[src/rtl/tow_pkg.sv]
// tow_pkg: shared state encoding, LED control codes and width helper for the tug-of-war match controller.
package tow_pkg;

    typedef enum logic [2:0] {
        ST_RESET,
        ST_WAIT,
        ST_DARK,
        ST_PLAY,
        ST_GLOAT,
        ST_MATCH_END
    } tow_state_e;

    localparam logic [1:0] LED_CTRL_IDLE = 2'b11;
    localparam logic [1:0] LED_CTRL_DARK = 2'b00;
    localparam logic [1:0] LED_CTRL_RUN  = 2'b10;

    // Bits needed to hold values 0..v-1, never less than one.
    function automatic int clog2w(input int v);
        return (v < 2) ? 1 : $clog2(v);
    endfunction

endpackage

[src/rtl/tow_tick_counter.sv]
// tow_tick_counter: clearable slowen-gated up-counter with terminal-count compare.
//   clk, rst : clock, asynchronous active-high reset
//   clr      : return count to zero on the next edge (wins over en)
//   en       : slow tick enable, advances the count
//   term     : terminal count
//   hit      : high on the en pulse that brings the count up to term
module tow_tick_counter #(
    parameter int W = 2
) (
    input  logic         clk,
    input  logic         rst,
    input  logic         clr,
    input  logic         en,
    input  logic [W-1:0] term,
    output logic         hit
);

    logic [W-1:0] count_q, count_d;

    always_comb begin
        count_d = clr ? '0 : count_q + W'(en);
        hit     = en && (count_q + 1'b1 == term);
    end

    always_ff @(posedge clk or posedge rst) begin
        if (rst) count_q <= '0;
        else     count_q <= count_d;
    end

endmodule

[src/rtl/tow_match_ctrl.sv]
// tow_match_ctrl: best-of match controller sequencing WAIT/DARK/PLAY/GLOAT with per-player scores.
//   clk, rst     : clock, asynchronous active-high reset
//   slowen       : one-cycle slow tick enable
//   rout         : random start qualifier, used only with slowen
//   winrnd       : one-cycle round-won pulse, winner valid with it
//   winner       : round winner index
//   new_match    : restart request, honoured only at match end
//   clear        : playfield clear, low in DARK and PLAY
//   leds_on      : LED enable, low in DARK
//   led_control  : bit0 = RESET/WAIT, bit1 = not DARK
//   score        : player i at [i*SCORE_W +: SCORE_W]
//   match_over   : high in MATCH_END
//   match_winner : winner latched when a player reaches ROUNDS_TO_WIN
// Build option TOW_DARK_TIMEOUT_EN: DARK also starts play on the DARK_MAX-th slow tick.
module tow_match_ctrl #(
    parameter int NUM_PLAYERS   = 2,
    parameter int WIN_W         = 1,
    parameter int SCORE_W       = 3,
    parameter int WAIT_TICKS    = 2,
    parameter int GLOAT_TICKS   = 2,
    parameter int ROUNDS_TO_WIN = 3,
    parameter int DARK_MAX      = 15
) (
    input  logic                           clk,
    input  logic                           rst,
    input  logic                           slowen,
    input  logic                           rout,
    input  logic                           winrnd,
    input  logic [WIN_W-1:0]               winner,
    input  logic                           new_match,
    output logic                           clear,
    output logic                           leds_on,
    output logic [1:0]                     led_control,
    output logic [NUM_PLAYERS*SCORE_W-1:0] score,
    output logic                           match_over,
    output logic [WIN_W-1:0]               match_winner
);

    import tow_pkg::*;

    localparam int TMAX0 = (WAIT_TICKS > GLOAT_TICKS) ? WAIT_TICKS : GLOAT_TICKS;
    localparam int TMAX  = (TMAX0 > DARK_MAX) ? TMAX0 : DARK_MAX;
    localparam int TCW   = clog2w(TMAX + 1);
    localparam logic [SCORE_W-1:0] R_TGT = SCORE_W'(ROUNDS_TO_WIN);

    tow_state_e                     state_q, state_d;
    logic [NUM_PLAYERS*SCORE_W-1:0] score_q, score_d;
    logic                           decided_q, decided_d;
    logic [WIN_W-1:0]               match_winner_q, match_winner_d;
    logic [TCW-1:0]                 term;
    logic                           tick_hit, dark_timeout, accept;
    logic [SCORE_W-1:0]             cur, nxt;

    // One counter serves every timed phase; it restarts whenever the state changes.
    tow_tick_counter #(.W(TCW)) u_tick (
        .clk  (clk),
        .rst  (rst),
        .clr  (state_d != state_q),
        .en   (slowen),
        .term (term),
        .hit  (tick_hit)
    );

    always_comb
        term = (state_q == ST_WAIT)  ? TCW'(WAIT_TICKS)  :
               (state_q == ST_GLOAT) ? TCW'(GLOAT_TICKS) : TCW'(DARK_MAX);

`ifdef TOW_DARK_TIMEOUT_EN
    assign dark_timeout = tick_hit;
`else
    assign dark_timeout = 1'b0;
`endif

    always_ff @(posedge clk or posedge rst) begin
        if (rst) state_q <= ST_RESET;
        else     state_q <= state_d;
    end

    always_comb begin
        state_d = state_q;
        case (state_q)
            ST_RESET:     state_d = ST_WAIT;
            ST_WAIT:      state_d = tick_hit ? ST_DARK : ST_WAIT;
            // An early press beats both start conditions.
            ST_DARK:      state_d = winrnd                      ? ST_GLOAT :
                                    (slowen && rout) || dark_timeout ? ST_PLAY : ST_DARK;
            ST_PLAY:      state_d = winrnd ? ST_GLOAT : ST_PLAY;
            ST_GLOAT:     state_d = !tick_hit ? ST_GLOAT : decided_q ? ST_MATCH_END : ST_DARK;
            ST_MATCH_END: state_d = new_match ? ST_WAIT : ST_MATCH_END;
            default:      state_d = ST_RESET;
        endcase
    end

    always_comb begin
        score_d        = score_q;
        decided_d      = decided_q;
        match_winner_d = match_winner_q;
        cur            = '0;
        nxt            = '0;
        accept         = winrnd && (state_q == ST_DARK || state_q == ST_PLAY);
        // Out-of-range winners match no player and leave the scores alone.
        for (int i = 0; i < NUM_PLAYERS; i++) begin
            if (accept && int'(winner) == i) begin
                cur = score_q[i*SCORE_W +: SCORE_W];
                nxt = (&cur) ? cur : cur + 1'b1;
                score_d[i*SCORE_W +: SCORE_W] = nxt;
                if (nxt == R_TGT) begin
                    decided_d      = 1'b1;
                    match_winner_d = winner;
                end
            end
        end
        if (state_q == ST_MATCH_END && new_match) begin
            score_d        = '0;
            decided_d      = 1'b0;
            match_winner_d = '0;
        end
    end

    always_ff @(posedge clk or posedge rst) begin
        if (rst) begin
            score_q        <= '0;
            decided_q      <= 1'b0;
            match_winner_q <= '0;
        end else begin
            score_q        <= score_d;
            decided_q      <= decided_d;
            match_winner_q <= match_winner_d;
        end
    end

    always_comb begin
        clear        = !(state_q == ST_DARK || state_q == ST_PLAY);
        leds_on      = state_q != ST_DARK;
        led_control  = (state_q == ST_DARK)                           ? LED_CTRL_DARK :
                       (state_q == ST_RESET || state_q == ST_WAIT)    ? LED_CTRL_IDLE : LED_CTRL_RUN;
        match_over   = state_q == ST_MATCH_END;
        score        = score_q;
        match_winner = match_winner_q;
    end

endmodule

[config.mk]
export PLATFORM = sky130hd
export DESIGN_NAME = tow_match_ctrl
export DESIGN_NICKNAME = d
export VERILOG_FILES = /design/src/rtl/tow_pkg.sv /design/src/rtl/tow_tick_counter.sv /design/src/rtl/tow_match_ctrl.sv
export SDC_FILE = /design/constraint.sdc
export NUM_CORES = 1
export LEC_CHECK = 0
export BUFFER_PORTS_ARGS = -buffer_cell sky130_fd_sc_hd__buf_2
export CAP_MARGIN = 40
export CELL_PAD_IN_SITES_DETAIL_PLACEMENT = 1
export CELL_PAD_IN_SITES_GLOBAL_PLACEMENT = 2
export CORE_UTILIZATION = 34
export CTS_CLUSTER_DIAMETER = 200
export DETAILED_ROUTE_END_ITERATION = 6
export PLACE_DENSITY_LB_ADDON = 0.1
export SETUP_SLACK_MARGIN = 0.15
export SYNTH_ARGS = -nofsm -noshare
export SYNTH_HDL_FRONTEND = slang
export SYNTH_SLANG_ARGS = --single-unit
export TNS_END_PERCENT = 100
[constraint.sdc]
create_clock -name clk -period 4.5 [get_ports clk]
set_input_delay 0.675 -clock clk [delete_from_list [all_inputs] [get_ports clk]]
set_output_delay 0.675 -clock clk [all_outputs]
set_load 0.05 [all_outputs]
==> results by group, run 1 <==
STA
  • Setup TNS Final: 0 ps
  • Max-slew headroom at the worst pin: 0.6158
  • Share of the clock period used by the worst path after layout: 0.4810
  • Post-route worst setup slack: 2335 ps
  • Fin. max-slew vios: 0
  • Peak clock frequency supported by timing: 0.4620 GHz
  • Number of setup violations in the final report: 0
  • Setup repair after global routing missed its margin: false
  • Time the worst path needs with I/O delays and setup: 2165 ps
  • Slew at the pin with the worst max-slew slack: around 580 ps
  • Number of hold violations in the final report: 0
  • Final worst clock skew: 1.843 ps

Final layout
  • Layout overhead on the synthesized area: 13.45%
  • Share of layout cells above drive strength 1: 0.2222
  • Antenna diode instance count: 0
  • Layout net count: 130
  • Final std cell area, no fill: between 1000 and 1500 sq um

Detailed routing
  • Highest metal layer with signal wires: met4
  • Vias/cell: 5.231
  • Remaining antenna violation count: 0
  • Number of vias in the routed layout: 769
  • Post-Route WL: 1.961 mm
  • Starting DRT DRC Count: 6
  • First-pass iteration count of the detailed router: 3
  • Post-detailed-route wirelength per cell: 13.34 um
  • Wire length on met3: 51 um
  • Remaining design rule violation count: 0
  • Routed met2 length: 986 um
  • Metal-1 WL: approximately 900 um

Floorplanning
  • IO Count: 19
  • Die Span X: 54.05 um
  • Chip Height: 54.05 um
  • DIE AREA: approximately 2900 sq um
  • Row count: 18
  • Standard cell core area: 2522 sq um
  • Initial core utilization: 0.3651

Clock network
  • Htree depth: 1
  • TritonCTS Buffers: 3
  • Hold bufs inserted after CTS: 0
  • Maximum count of clock buffers along a single path: 2
  • CTS tree: yes
  • Number of gates resized after CTS: 0
  • Number of sinks on the clock net: 15
  • Later-pin clock latency in the skew report: 280 ps
  • Clk slew on worst S/H paths: 90 ps
  • Post-CTS setup repair buffer count: 0
  • Root buffer cell: clkbuf_4

Logic synthesis
  • Most area-consuming cells after synthesis: dfrtp_1, ha_1, nand2_1
  • Most used DFF post-synth: dfrtp_1
  • Post-Syn Instances: 100
  • FF+latch count, synth: 15
  • Synth top area share: 0.4076
  • Post-synth EDFFs: 0
  • Library cell with the largest summed area after synthesis: dfrtp_1
  • Share of async-settable or async-resettable flops after synthesis: 1.000
  • Sequential area share after synthesis: 0.4076
  • Netlist area before placement: 920.9 sq um
  • Synth unique cells: 32
  • Yosys synthesis warning count: 0
  • Avg Cell Area, Syn: 9.209 sq um
  • Syn nets: 112

Place
  • Post-detailed-placement cell area: 1017 sq um
  • DP Worst Slack: roughly 2600 ps
  • Post-DP HPWL: 1.512 mm
  • Number of buffers added on ports: 18
  • Routability congestion estimate: 0.7523

Critical path
  • Endpoint required time on the critical path: 3830 ps
  • CP endpoint kind: primary output
  • Worst setup slack for register-to-register paths: 2810 ps
  • Arrival time at the worst endpoint: 1490 ps
  • Worst-path maximum fanout: 12
  • Kind of critical path: flop to primary output
  • Worst Setup Start Kind: flop

Outcome
  • Run status: finished, final reports clean

Power and ir drop
  • Pint: 0.0003697 W
  • Leakage power summed over all cells: around 0.5 nW
  • Clock network power share: 0.101
  • Net load switching power: 0.0003817 W
  • Power per Cell Area: 719.2 nW/um^2
  • Worst-case vdd ir drop: 0.3151 mV
  • Logic gate share of total power: 0.563
  • Portion of total power attributed to sequential cells: 0.336
  • Switching share of power: 0.5080

Worst hold path
  • Classification of the worst-slack hold path: input port to asynchronous set/reset pin

Global route
  • Via count of the first global-routing pass: 749
  • All-layer global routing usage: 0.1654
  • Global route total overflow: 0
  • Wire length of the first global-routing pass: 3.374 mm
  • Number of antenna violations at the first check in global routing: 0
  • Largest net degree at the start of global routing: 16

Flow run
  • Max-cap viol count: 0
[power by group through the flow]
| stage | registers (W) | clock network, W | logic [W] |
|---|---|---|---|
| after floorplan | 0.000289 | 0 | 0.000307 |
| after global placement | 0.000253 | 0 | 0.000420 |
| after detailed placement | 0.000256 | 0 | 0.000429 |
| after CTS | 0.000255 | 0.0000810 | 0.000430 |
| after global routing | 0.000264 | 0.0000859 | 0.000466 |
| final | 0.000252 | 0.0000757 | 0.000423 |
[cells in the final DEF, fill, tap and decap left out, types with 2 or more instances in the layout]
cell and instances:
buf_2 18, clkbuf_4 3, nand2_1 13, xnor2_1 4, nor4b_1 2, dfrtp_1 15, nand3_1 6, nor2b_1 4
and2_1 5, inv_1 3, ha_1 5, o21ai_0 2, nand4b_1 2, a21oi_1 9, xor2_1 3, nor2_1 7
[per-layer routing]
| layer | GRT usage | vias up |
|---|---|---|
| met5 | 0 | - |
| met4 | 0.06410 | 0 |
| met3 | 0.04237 | 2 |
| met2 | 0.2922 | 9 |
| met1 | 0.1889 | 375 |
| li1 | - | 383 |
[kinds of logic (layout without fill, tap and decap cells)]
logic type,Yosys count,in the layout,synth area share
flops,15,15,0.4076
buf+inv,8,25,0.04618
compound gates,18,18,0.1332
mux,1,1,0.01087
fa+ha+maj,5,5,0.06793
simple gates,46,46,0.2677
xor+xnor,7,7,0.06658
[synth_stat cells, types with 2 or more instances]
library cell and instances:
o21ai_0 2, and2_1 5, xor2_1 3, nand4b_1 2
nand3_1 6, nor4b_1 2, dfrtp_1 15, buf_4 3
ha_1 5, a21oi_1 9, xnor2_1 4, inv_1 3
nor2_1 7, nor2b_1 4, nand2_1 13
[cell type report]
| class | instances | area [sq um] |
|---|---|---|
| Fill cell | 312 | 1478 |
| Multi-Input combinational cell | 77 | 503.0 |
| Sequential cell | 15 | 375.4 |
| Timing Repair Buffer | 18 | 90.09 |
| Tap cell | 30 | 37.54 |
| Clock buffer | 3 | 22.52 |
| Inverter | 3 | 11.26 |
| Clock inverter | 1 | 5.005 |
[worst max-delay path: stages, from the launching register on]
cell	delay, ps
dfrtp_1	560
and2b_1	280
nand2b_1	100
buf_2	260
[final timing paths]
path | from | to | cells after the start
min | rst | u_tick.count_q[2]$_DFF_PP0_ | 2
max | state_q[2]$_DFF_PP0_ | led_control[1] | 3
max reg2reg | u_tick.count_q[1]$_DFF_PP0_ | state_q[1]$_DFF_PP0_ | 5
min in group clk | match_winner$_DFF_PP0_ | match_winner$_DFF_PP0_ | 2
min reg2reg | match_winner$_DFF_PP0_ | match_winner$_DFF_PP0_ | 2
max in group asynchronous | rst | score[3]$_DFFE_PP0P_ | 2
[registers in the layout (all words and copies together), names as in the netlist]
signal and flops:
score 6, u_tick.count_q 4, state_q 3, decided_q 1, match_winner 1
[per-stage QoR]
stage	hold slack, ps	cells	power, W	utilization
after floorplan	539.0	100	0.0005961	-
after global placement	512.6	143	0.0006731	0.4033
after detailed placement	519.9	143	0.0006853	0.4033
after CTS	436.3	147	0.0007663	0.4142
after global routing	461.6	147	0.0008161	0.4142
final	426.8	147	0.0007513	0.4142
Note: power is estimated with default switching activity, not from simulation.
==> inputs of run 2 (changes only) <==
--- a/config.mk
+++ b/config.mk
@@ -9,7 +9,7 @@
 export CAP_MARGIN = 40
 export CELL_PAD_IN_SITES_DETAIL_PLACEMENT = 1
 export CELL_PAD_IN_SITES_GLOBAL_PLACEMENT = 2
-export CORE_UTILIZATION = 34
+export CORE_UTILIZATION = 32
 export CTS_CLUSTER_DIAMETER = 200
 export DETAILED_ROUTE_END_ITERATION = 6
 export PLACE_DENSITY_LB_ADDON = 0.1
==> constraint.sdc (replaced) <==
create_clock -name clk -period 2.2 [get_ports clk]
set_input_delay 0.33 -clock clk [delete_from_list [all_inputs] [get_ports clk]]
set_output_delay 0.33 -clock clk [all_outputs]
set_load 0.05 [all_outputs]
==> run 2 against run 1 <==
- cell area up 0.36%
- final cell count up 0.68%
- routed wire length up 6.4%
- total power up 110%
- via count down 2.3%
- combinational power up 110%
- critical endpoint is now match_over
- largest cell class unchanged
==> results by group, run 2 (synthesized netlist as in run 1, its figures left out) <==
Floorplanning
  • Row count: 19
  • Chip Height: 55.65 um
  • Die Span X: 55.65 um
  • Initial core utilization: 0.3368
  • DIE AREA: 3096 sq um
  • Standard cell core area: roughly 2700 sq um
  • IO Count: 19

Detailed routing
  • Remaining antenna violation count: 0
  • Post-Route WL: around 2.1 mm
  • Starting DRT DRC Count: 12
  • Number of vias in the routed layout: 751
  • Remaining design rule violation count: 0
  • Vias/cell: 5.074
  • Post-detailed-route wirelength per cell: approximately 14 um
  • First-pass iteration count of the detailed router: 4

Global route
  • Wire length of the first global-routing pass: 3.698 mm
  • Largest net degree at the start of global routing: 16
  • Via count of the first global-routing pass: between 700 and 800
  • Number of antenna violations at the first check in global routing: 0
  • Global route total overflow: 0
  • All-layer global routing usage: 0.1515

Clock network
  • Clk slew on worst S/H paths: 110 ps
  • Root buffer cell: clkbuf_4
  • Post-CTS setup repair buffer count: 0
  • TritonCTS Buffers: 3
  • Number of sinks on the clock net: 15
  • Htree depth: 1
  • Maximum count of clock buffers along a single path: 2
  • CTS tree: yes
  • Number of gates resized after CTS: 0
  • Later-pin clock latency in the skew report: slightly below 300 ps
  • Hold bufs inserted after CTS: 0

Power and ir drop
  • Pint: 0.0007580 W
  • Net load switching power: 0.0008017 W
  • Switching share of power: 0.5140
  • Portion of total power attributed to sequential cells: 0.333
  • Power per Cell Area: 1487 nW/um^2
  • Worst-case vdd ir drop: 0.8198 mV
  • Leakage power summed over all cells: 0.4956 nW
  • Logic gate share of total power: 0.559
  • Clock network power share: 0.108

STA
  • Final worst clock skew: 9.827 ps
  • Setup TNS Final: 0 ps
  • Fin. max-slew vios: 0
  • Slew at the pin with the worst max-slew slack: roughly 620 ps
  • Number of hold violations in the final report: 0
  • Peak clock frequency supported by timing: approximately 0.55 GHz
  • Time the worst path needs with I/O delays and setup: 1835 ps
  • Setup repair after global routing missed its margin: false
  • Post-route worst setup slack: 365.3 ps
  • Share of the clock period used by the worst path after layout: 0.8340
  • Max-slew headroom at the worst pin: 0.5854
  • Number of setup violations in the final report: 0

Critical path
  • Cell family with the largest share of critical-path delay: flip-flops
  • CP endpoint kind: primary output
  • Kind of critical path: flop to primary output
  • Slowest CP cell: dfrtp_1
  • Endpoint required time on the critical path: 1870 ps
  • Cell breakdown of the critical path: nor2b_1, and2_1, buf_2
  • Worst Setup Start Kind: flop
  • Arrival time at the worst endpoint: 1500 ps
  • Worst-path maximum fanout: 12
  • Largest incremental delay on the critical path: 560 ps
  • Buffers and inverters on the worst path: 1

Place
  • Routability congestion estimate: 0.7393
  • Post-DP HPWL: 1.550 mm
  • Number of placed cells counting well taps: 144
  • Number of buffers added on ports: 18
  • DP Worst Slack: 610.5 ps

Final layout
  • Share of layout cells above drive strength 1: 0.2222
  • Layout overhead on the synthesized area: 13.86%
  • Layout net count: 130
  • End-of-flow core utilization: 0.3835
  • Leading cell type in the layout, fill and taps excluded: buf_2
  • Number of fill cells: 338
  • Max FFs per register: 6
  • Non-filler cells, final: 148
  • Commonest cells after routing, fill and taps aside: buf_2, dfrtp_1, nand2_1
  • Antenna diode instance count: 0

Flow run
  • Max-cap viol count: 0

Outcome
  • Run status: finished, final reports clean

Worst hold path
  • Classification of the worst-slack hold path: input port to asynchronous set/reset pin
-- run 2: area by class of cell --
| class | count | area (sq um) | share of cell area |
|---|---|---|---|
| inverters | 3 | 11.26 | 0.01074 |
| repair buffers | 18 | 90.09 | 0.08592 |
| well taps | 31 | 38.79 | 0.03699 |
| flip-flops and latches | 15 | 375.4 | 0.3580 |
| clock inverters | 1 | 7.507 | 0.007160 |
| multi-input cells | 77 | 503.0 | 0.4797 |
| clock buffers | 3 | 22.52 | 0.02148 |
-- run 2: path summary, 6_finish.rpt --
check	start	endpoint	slack, ps	cells after the start
max	state_q[2]$_DFF_PP0_	match_over	370	3
min	rst	u_tick.count_q[2]$_DFF_PP0_	90	2
max reg2reg	u_tick.count_q[1]$_DFF_PP0_	state_q[2]$_DFF_PP0_	570	5
min reg2reg	match_winner$_DFF_PP0_	match_winner$_DFF_PP0_	540	2
max in group asynchronous	rst	state_q[2]$_DFF_PP0_	1690	2
min in group clk	winrnd	state_q[1]$_DFF_PP0_	310	2
-- run 2: metal layers --
| layer | GRT usage | vias up | wire length (um) |
|---|---|---|---|
| met5 | 0 | - | 0 |
| met3 | 0.02791 | 2 | 51 |
| met4 | 0.05357 | 0 | 16 |
| met1 | 0.2036 | 359 | 1036 |
| li1 | - | 379 | - |
| met2 | 0.2444 | 11 | 981 |
-- run 2: power by group through the flow --
stage	Clock (W)	Sequential, W	Combinational [W]
global route	0.000195	0.000539	0.000958
CTS	0.000178	0.000518	0.000883
finish	0.000168	0.000520	0.000871
detailed placement	0	0.000523	0.000878
floorplan	0	0.000591	0.000628
global placement	0	0.000517	0.000869
-- run 2: metrics by stage --
stage | cell area, sq um | hold slack (ps) | power [W]
2_1_floorplan | 920.9 | 231.5 | 0.001219
5_1_grt | 1049 | 134.7 | 0.001693
3_5_place_dp | 1018 | 447.0 | 0.001401
3_3_place_gp | 1018 | 430.0 | 0.001386
6_report | 1049 | 94.14 | 0.001560
4_1_cts | 1049 | 117.9 | 0.001579
